### src/rtl/program_loader.sv
// program_loader: receives a framed program byte stream and writes it into
// instruction memory while holding the CPU in reset.
// Frame: LEN (word count, 0 = 256), then HI/LO byte pairs per word
// (HI bit 7 must be 0), then an XOR checksum of every preceding byte.
// Ports:
//   clk, reset (async, active-low)
//   start                      - one-cycle request to begin a load session
//   byte_in, byte_valid        - incoming stream byte and its valid flag
//   byte_ready                 - loader accepts byte_in this cycle
//   imem_addr/imem_data/imem_we - instruction memory write port
//   cpu_hold                   - keeps the CPU in reset while high
//   done / err                 - last load succeeded / failed
//   words_loaded               - words written in the current or last session
module program_loader #(
  parameter int unsigned ADDR_W  = 8,
  parameter int unsigned INSTR_W = 15
) (
  input  logic               clk,
  input  logic               reset,
  input  logic               start,
  input  logic [7:0]         byte_in,
  input  logic               byte_valid,
  output logic               byte_ready,
  output logic [ADDR_W-1:0]  imem_addr,
  output logic [INSTR_W-1:0] imem_data,
  output logic               imem_we,
  output logic               cpu_hold,
  output logic               done,
  output logic               err,
  output logic [ADDR_W:0]    words_loaded
);

  localparam int unsigned CNT_W = ADDR_W + 1;
  localparam int unsigned HI_W  = INSTR_W - 8;

  typedef enum logic [2:0] {
    IDLE, LEN, HI, LO, WRITE, CHK, DONE, ERR
  } state_t;

  state_t            state;
  state_t            state_next;
  logic [CNT_W-1:0]  n_words;
  logic [7:0]        acc;
  logic              accept_c;

  // A byte moves only when both sides agree at the edge.
  assign accept_c = byte_valid && byte_ready;

  // State register.
  always_ff @(posedge clk or negedge reset) begin
    if (!reset) state <= IDLE;
    else        state <= state_next;
  end

  // Next-state logic; start is only honoured in the resting states.
  always_comb begin
    state_next = state;
    case (state)
      IDLE, DONE, ERR: if (start) state_next = LEN;
      LEN:   if (accept_c) state_next = HI;
      HI:    if (accept_c) state_next = byte_in[7] ? ERR : LO;
      LO:    if (accept_c) state_next = WRITE;
      WRITE: state_next = ((words_loaded + CNT_W'(1)) == n_words) ? CHK : HI;
      CHK:   if (accept_c) state_next = (byte_in == acc) ? DONE : ERR;
      default: state_next = IDLE;
    endcase
  end

  // Registered outputs and datapath. byte_ready/imem_we are computed from the
  // next state so they are valid in the same cycle the FSM sits in that state.
  always_ff @(posedge clk or negedge reset) begin
    if (!reset) begin
      byte_ready   <= 1'b0;
      imem_we      <= 1'b0;
      imem_addr    <= '0;
      imem_data    <= '0;
      words_loaded <= '0;
      done         <= 1'b0;
      err          <= 1'b0;
      cpu_hold     <= 1'b1;
      acc          <= '0;
      n_words      <= '0;
    end else begin
      byte_ready <= (state_next == LEN) || (state_next == HI) ||
                    (state_next == LO)  || (state_next == CHK);
      imem_we    <= (state_next == WRITE);
      case (state)
        IDLE, DONE, ERR: begin
          if (start) begin
            done         <= 1'b0;
            err          <= 1'b0;
            words_loaded <= '0;
            imem_addr    <= '0;
            acc          <= '0;
            cpu_hold     <= 1'b1;
          end
        end
        LEN: begin
          if (accept_c) begin
            n_words <= (byte_in == 8'd0) ? CNT_W'(256) : CNT_W'(byte_in);
            acc     <= acc ^ byte_in;
          end
        end
        HI: begin
          if (accept_c) begin
            acc <= acc ^ byte_in;
            if (byte_in[7]) begin
              err      <= 1'b1;
              cpu_hold <= 1'b1;
            end else begin
              imem_data[INSTR_W-1:8] <= HI_W'(byte_in[6:0]);
            end
          end
        end
        LO: begin
          if (accept_c) begin
            acc            <= acc ^ byte_in;
            imem_data[7:0] <= byte_in;
          end
        end
        WRITE: begin
          // Address wraps naturally at 2^ADDR_W.
          imem_addr    <= imem_addr + ADDR_W'(1);
          words_loaded <= words_loaded + CNT_W'(1);
        end
        CHK: begin
          if (accept_c) begin
            if (byte_in == acc) begin
              done     <= 1'b1;
              cpu_hold <= 1'b0;
            end else begin
              err      <= 1'b1;
              cpu_hold <= 1'b1;
            end
          end
        end
        default: ;
      endcase
    end
  end

endmodule
### config.mk
export PLATFORM = sky130hd
export DESIGN_NAME = program_loader
export DESIGN_NICKNAME = d
export VERILOG_FILES = /design/src/rtl/program_loader.sv
export SDC_FILE = /design/constraint.sdc
export NUM_CORES = 1
export LEC_CHECK = 0
export CAP_MARGIN = 20
export CORE_ASPECT_RATIO = 1.5
export CORE_MARGIN = 2
export CORE_UTILIZATION = 57
export CTS_BUF_LIST = sky130_fd_sc_hd__clkbuf_16
export DETAILED_ROUTE_END_ITERATION = 12
export PLACE_DENSITY = 0.85
export SLEW_MARGIN = 20
export SYNTH_ARGS = -nofsm -noshare
export SYNTH_HDL_FRONTEND = slang
export SYNTH_SLANG_ARGS = --single-unit
### constraint.sdc
create_clock -name clk -period 2.98 [get_ports clk]
set_input_delay 0.447 -clock clk [delete_from_list [all_inputs] [get_ports clk]]
set_output_delay 0.447 -clock clk [all_outputs]
set_load 0.01 [all_outputs]
==> summary.txt <==
Global route
  – Largest net degree at the start of global routing: 34
  – Gr ovfl total: 0
  – Global Route Usage Sum: 25.5%
  – First-pass GRT wire length: 11300 µm
  – Vias in the first global route: 2386
  – Initial antenna violation count: 0

STA
  – Fin Clk Skew: 3.65 ps
  – Slew @ Worst Pin: 579 ps
  – Final min period: 2090 ps
  – Setup violators final: 0
  – RSZ-0062 raised after global routing: no
  – Rel. slew slack: 61.4%
  – Hold Fails Final Rpt: 0
  – Final Cycle Share: 70.3%
  – Fmax: 478 MHz
  – Final Max Tran Viols: 0
  – Post-Route Setup TNS: 0 ps

Synthesis
  – Post-synth net total: 313
  – Xor/xnor share of the synthesized area: 6.30%
  – Simple-gate share of the synthesized area: 17.6%
  – Multiplexer area fraction after synthesis: 8.88%
  – Post-synth EDFFs: 0
  – Post-Syn Area: 2920 µm²
  – Syn. warnings: 0
  – Yosys reg bits: 57
  – Largest family of logic cells by synthesized area: simple AND/OR/NAND/NOR gates
  – Top FF cell, synth: dfrtp_1
  – Syn Area/Cell: 9.76 µm²
  – Synthesized netlist cell count: 299
  – Area share of fa/ha/maj cells after synthesis: 0.858%
  – Async SR Flop Fraction: 100%
  – Unique masters post-synth: 46
  – Sequential fraction of the synthesis area: 48.9%
  – Compound-cell area share of the yosys netlist: 14.0%

CTS
  – Root buf cell: clkbuf_16
  – # H-tree levels: 3
  – Max Root-Sink Buffers: 2
  – TritonCTS Sinks: 57
  – Clk slew on worst S/H paths: 50 ps
  – Post-CTS sizing: 0
  – CTS tree: built
  – Post-CTS Setup Bufs: 0
  – Worst-Skew Late Latency: 320 ps
  – Clock buffer count from CTS: 9
  – Post-CTS Hold Buffers: 0

Route
  – Vias per inst: 5.80
  – WL/cell: 15.9 µm
  – Iter 0 DRT Violations: 144
  – DRT Wirelength: 6610 µm
  – Drt pass-1 iters: 4
  – Vias post-DR: 2417
  – Antenna-violating nets left: 0
  – Residual DRC: 0

Floorplan
  – Die W: 62.4 µm
  – Rows: 31
  – Die area: 5720 µm²
  – Io pins: 49
  – Initial core utilization: 59.7%
  – Core ar.: 4890 µm²
  – Die H: 91.6 µm

Cells and area
  – Fin area: 3690 µm²
  – # diodes: 0
  – Layout cells sized above 1: 14.2%
  – Area Overhead vs Synth: 26.5%
  – Final #Nets: 360

Worst setup path
  – Crit end category: flip-flop
  – Crit path DAT: 2290 ps
  – Critical path class: reg -> reg
  – WP data required: 3180 ps
  – Critical path fanouts, max: 17
  – Startpoint types: flip-flop

Power and ir drop
  – Worst vdd ir: 0.640 mV
  – P per Cell Area: 906 nW/µm²
  – Leakage: 1.52 nW

Outcome
  – Outcome: finished clean

Placement
  – Area post-placement: 3430 µm²
  – Final HPWL DP: 4460 µm
  – Gp weighted congestion: 0.866
  – I/O Buffers: 48

Flow run
  – Max_cap viols: 0

Min path
  – Hold Crit Class: in -> async
-- final cells by class --
class                   count  area (µm²)
repair buffers             53         513
inverters                   4        15.0
clock buffers               9         225
multi-input cells         221        1390
well taps                  66        82.6
flip-flops and latches     57        1430
fillers                   353        1190
clock inverters             7        37.5
-- registers in the layout (all words and copies together) (netlist names), 3 cells and up --
signal / flops
state: 3
imem_addr: 8
words_loaded: 9
acc: 8
imem_data: 15
n_words: 9
-- metal layers --
layer,GRT usage (%),vias up,wire [µm]
met5,0,-,0
met3,5.64,14,359
met4,11.5,0,135
li1,-,1145,-
met2,42.7,88,3420
met1,31.3,1170,2700
-- worst paths after layout --
check	depth (start not counted)	slack, ps	start	to
max	6	890	state[1]	acc[2]
min	1	120	reset	words_loaded[6]
max reg2reg	6	890	state[1]	acc[2]
min reg2reg	2	490	done	done
max in group asynchronous	2	2020	reset	acc[5]
min in group clk	2	490	done	done
-- worst max-delay path, stage by stage, from the launching register on --
cell	delay [ps]
dfrtp_1	620
o21bai_2	270
nor2_2	360
a21oi_1	60
or2_2	360
o21ai_0	190
o21ai_0	100
-- per-stage QoR --
step | setup slack [ps] | total power [W] | utilization, % | hold slack [ps] | std cells
6_report | 886 | 0.00335 | 75.6 | 122 | 417
5_1_grt | 703 | 0.00357 | 75.6 | 174 | 417
3_5_place_dp | 727 | 0.00245 | 70.2 | 474 | 401
2_1_floorplan | 1070 | 0.00198 | - | 151 | 299
4_1_cts | 913 | 0.00336 | 75.6 | 141 | 417
3_3_place_gp | 772 | 0.00240 | 70.2 | 470 | 401
-- power by group --
part	switching (W)	internal, W
Clock	0.000348	0.000550
Sequential	0.000247	0.00103
Combinational	0.000535	0.000633
Total	0.00113	0.00222
-- cell usage after synthesis (2+ instances only) --
cell	instances	share of area, %
dfrtp_1	56	48
nor2_2	2	0.43
ha_1	2	0.86
nand2_1	39	5.0
a22o_1	2	0.60
buf_6	2	0.77
nor4_1	3	0.64
nor2_1	18	2.3
and3_1	7	1.5
clkbuf_1	11	1.4
nand2b_1	7	1.5
xnor2_1	16	4.8
nand3_1	14	2.4
xor2_1	5	1.5
a21oi_1	9	1.5
mux2_2	23	8.9
o21ai_0	41	7.0
inv_1	4	0.51
nand4_1	6	1.3
buf_2	3	0.51
nor3_1	4	0.69
-- placed cells by master, fill, tap and decap left out, drive strengths merged, types with 2 or more instances in the layout --
| master | count |
|---|---|
| a21oi | 9 |
| xor2 | 5 |
| buf | 6 |
| nor2 | 20 |
| ha | 2 |
| o21bai | 2 |
| clkdlybuf4s50 | 47 |
| nor4 | 3 |
| inv | 4 |
| nand2 | 39 |
| clkinvlp | 2 |
| clkbuf | 9 |
| o21ai | 42 |
| mux2 | 23 |
| nor3 | 4 |
| a22o | 2 |
| nand4 | 6 |
| nand2b | 7 |
| a31oi | 2 |
| and3 | 8 |
| nand3 | 14 |
| clkinv | 5 |
| xnor2 | 16 |
| dfrtp | 56 |
-- cell families after synthesis --
family          Yosys count
simple gates            107
compound gates           68
flops                    57
mux                      23
xor+xnor                 21
buf+inv                  21
fa+ha+maj                 2
Note: power is estimated with default switching activity, not from simulation.
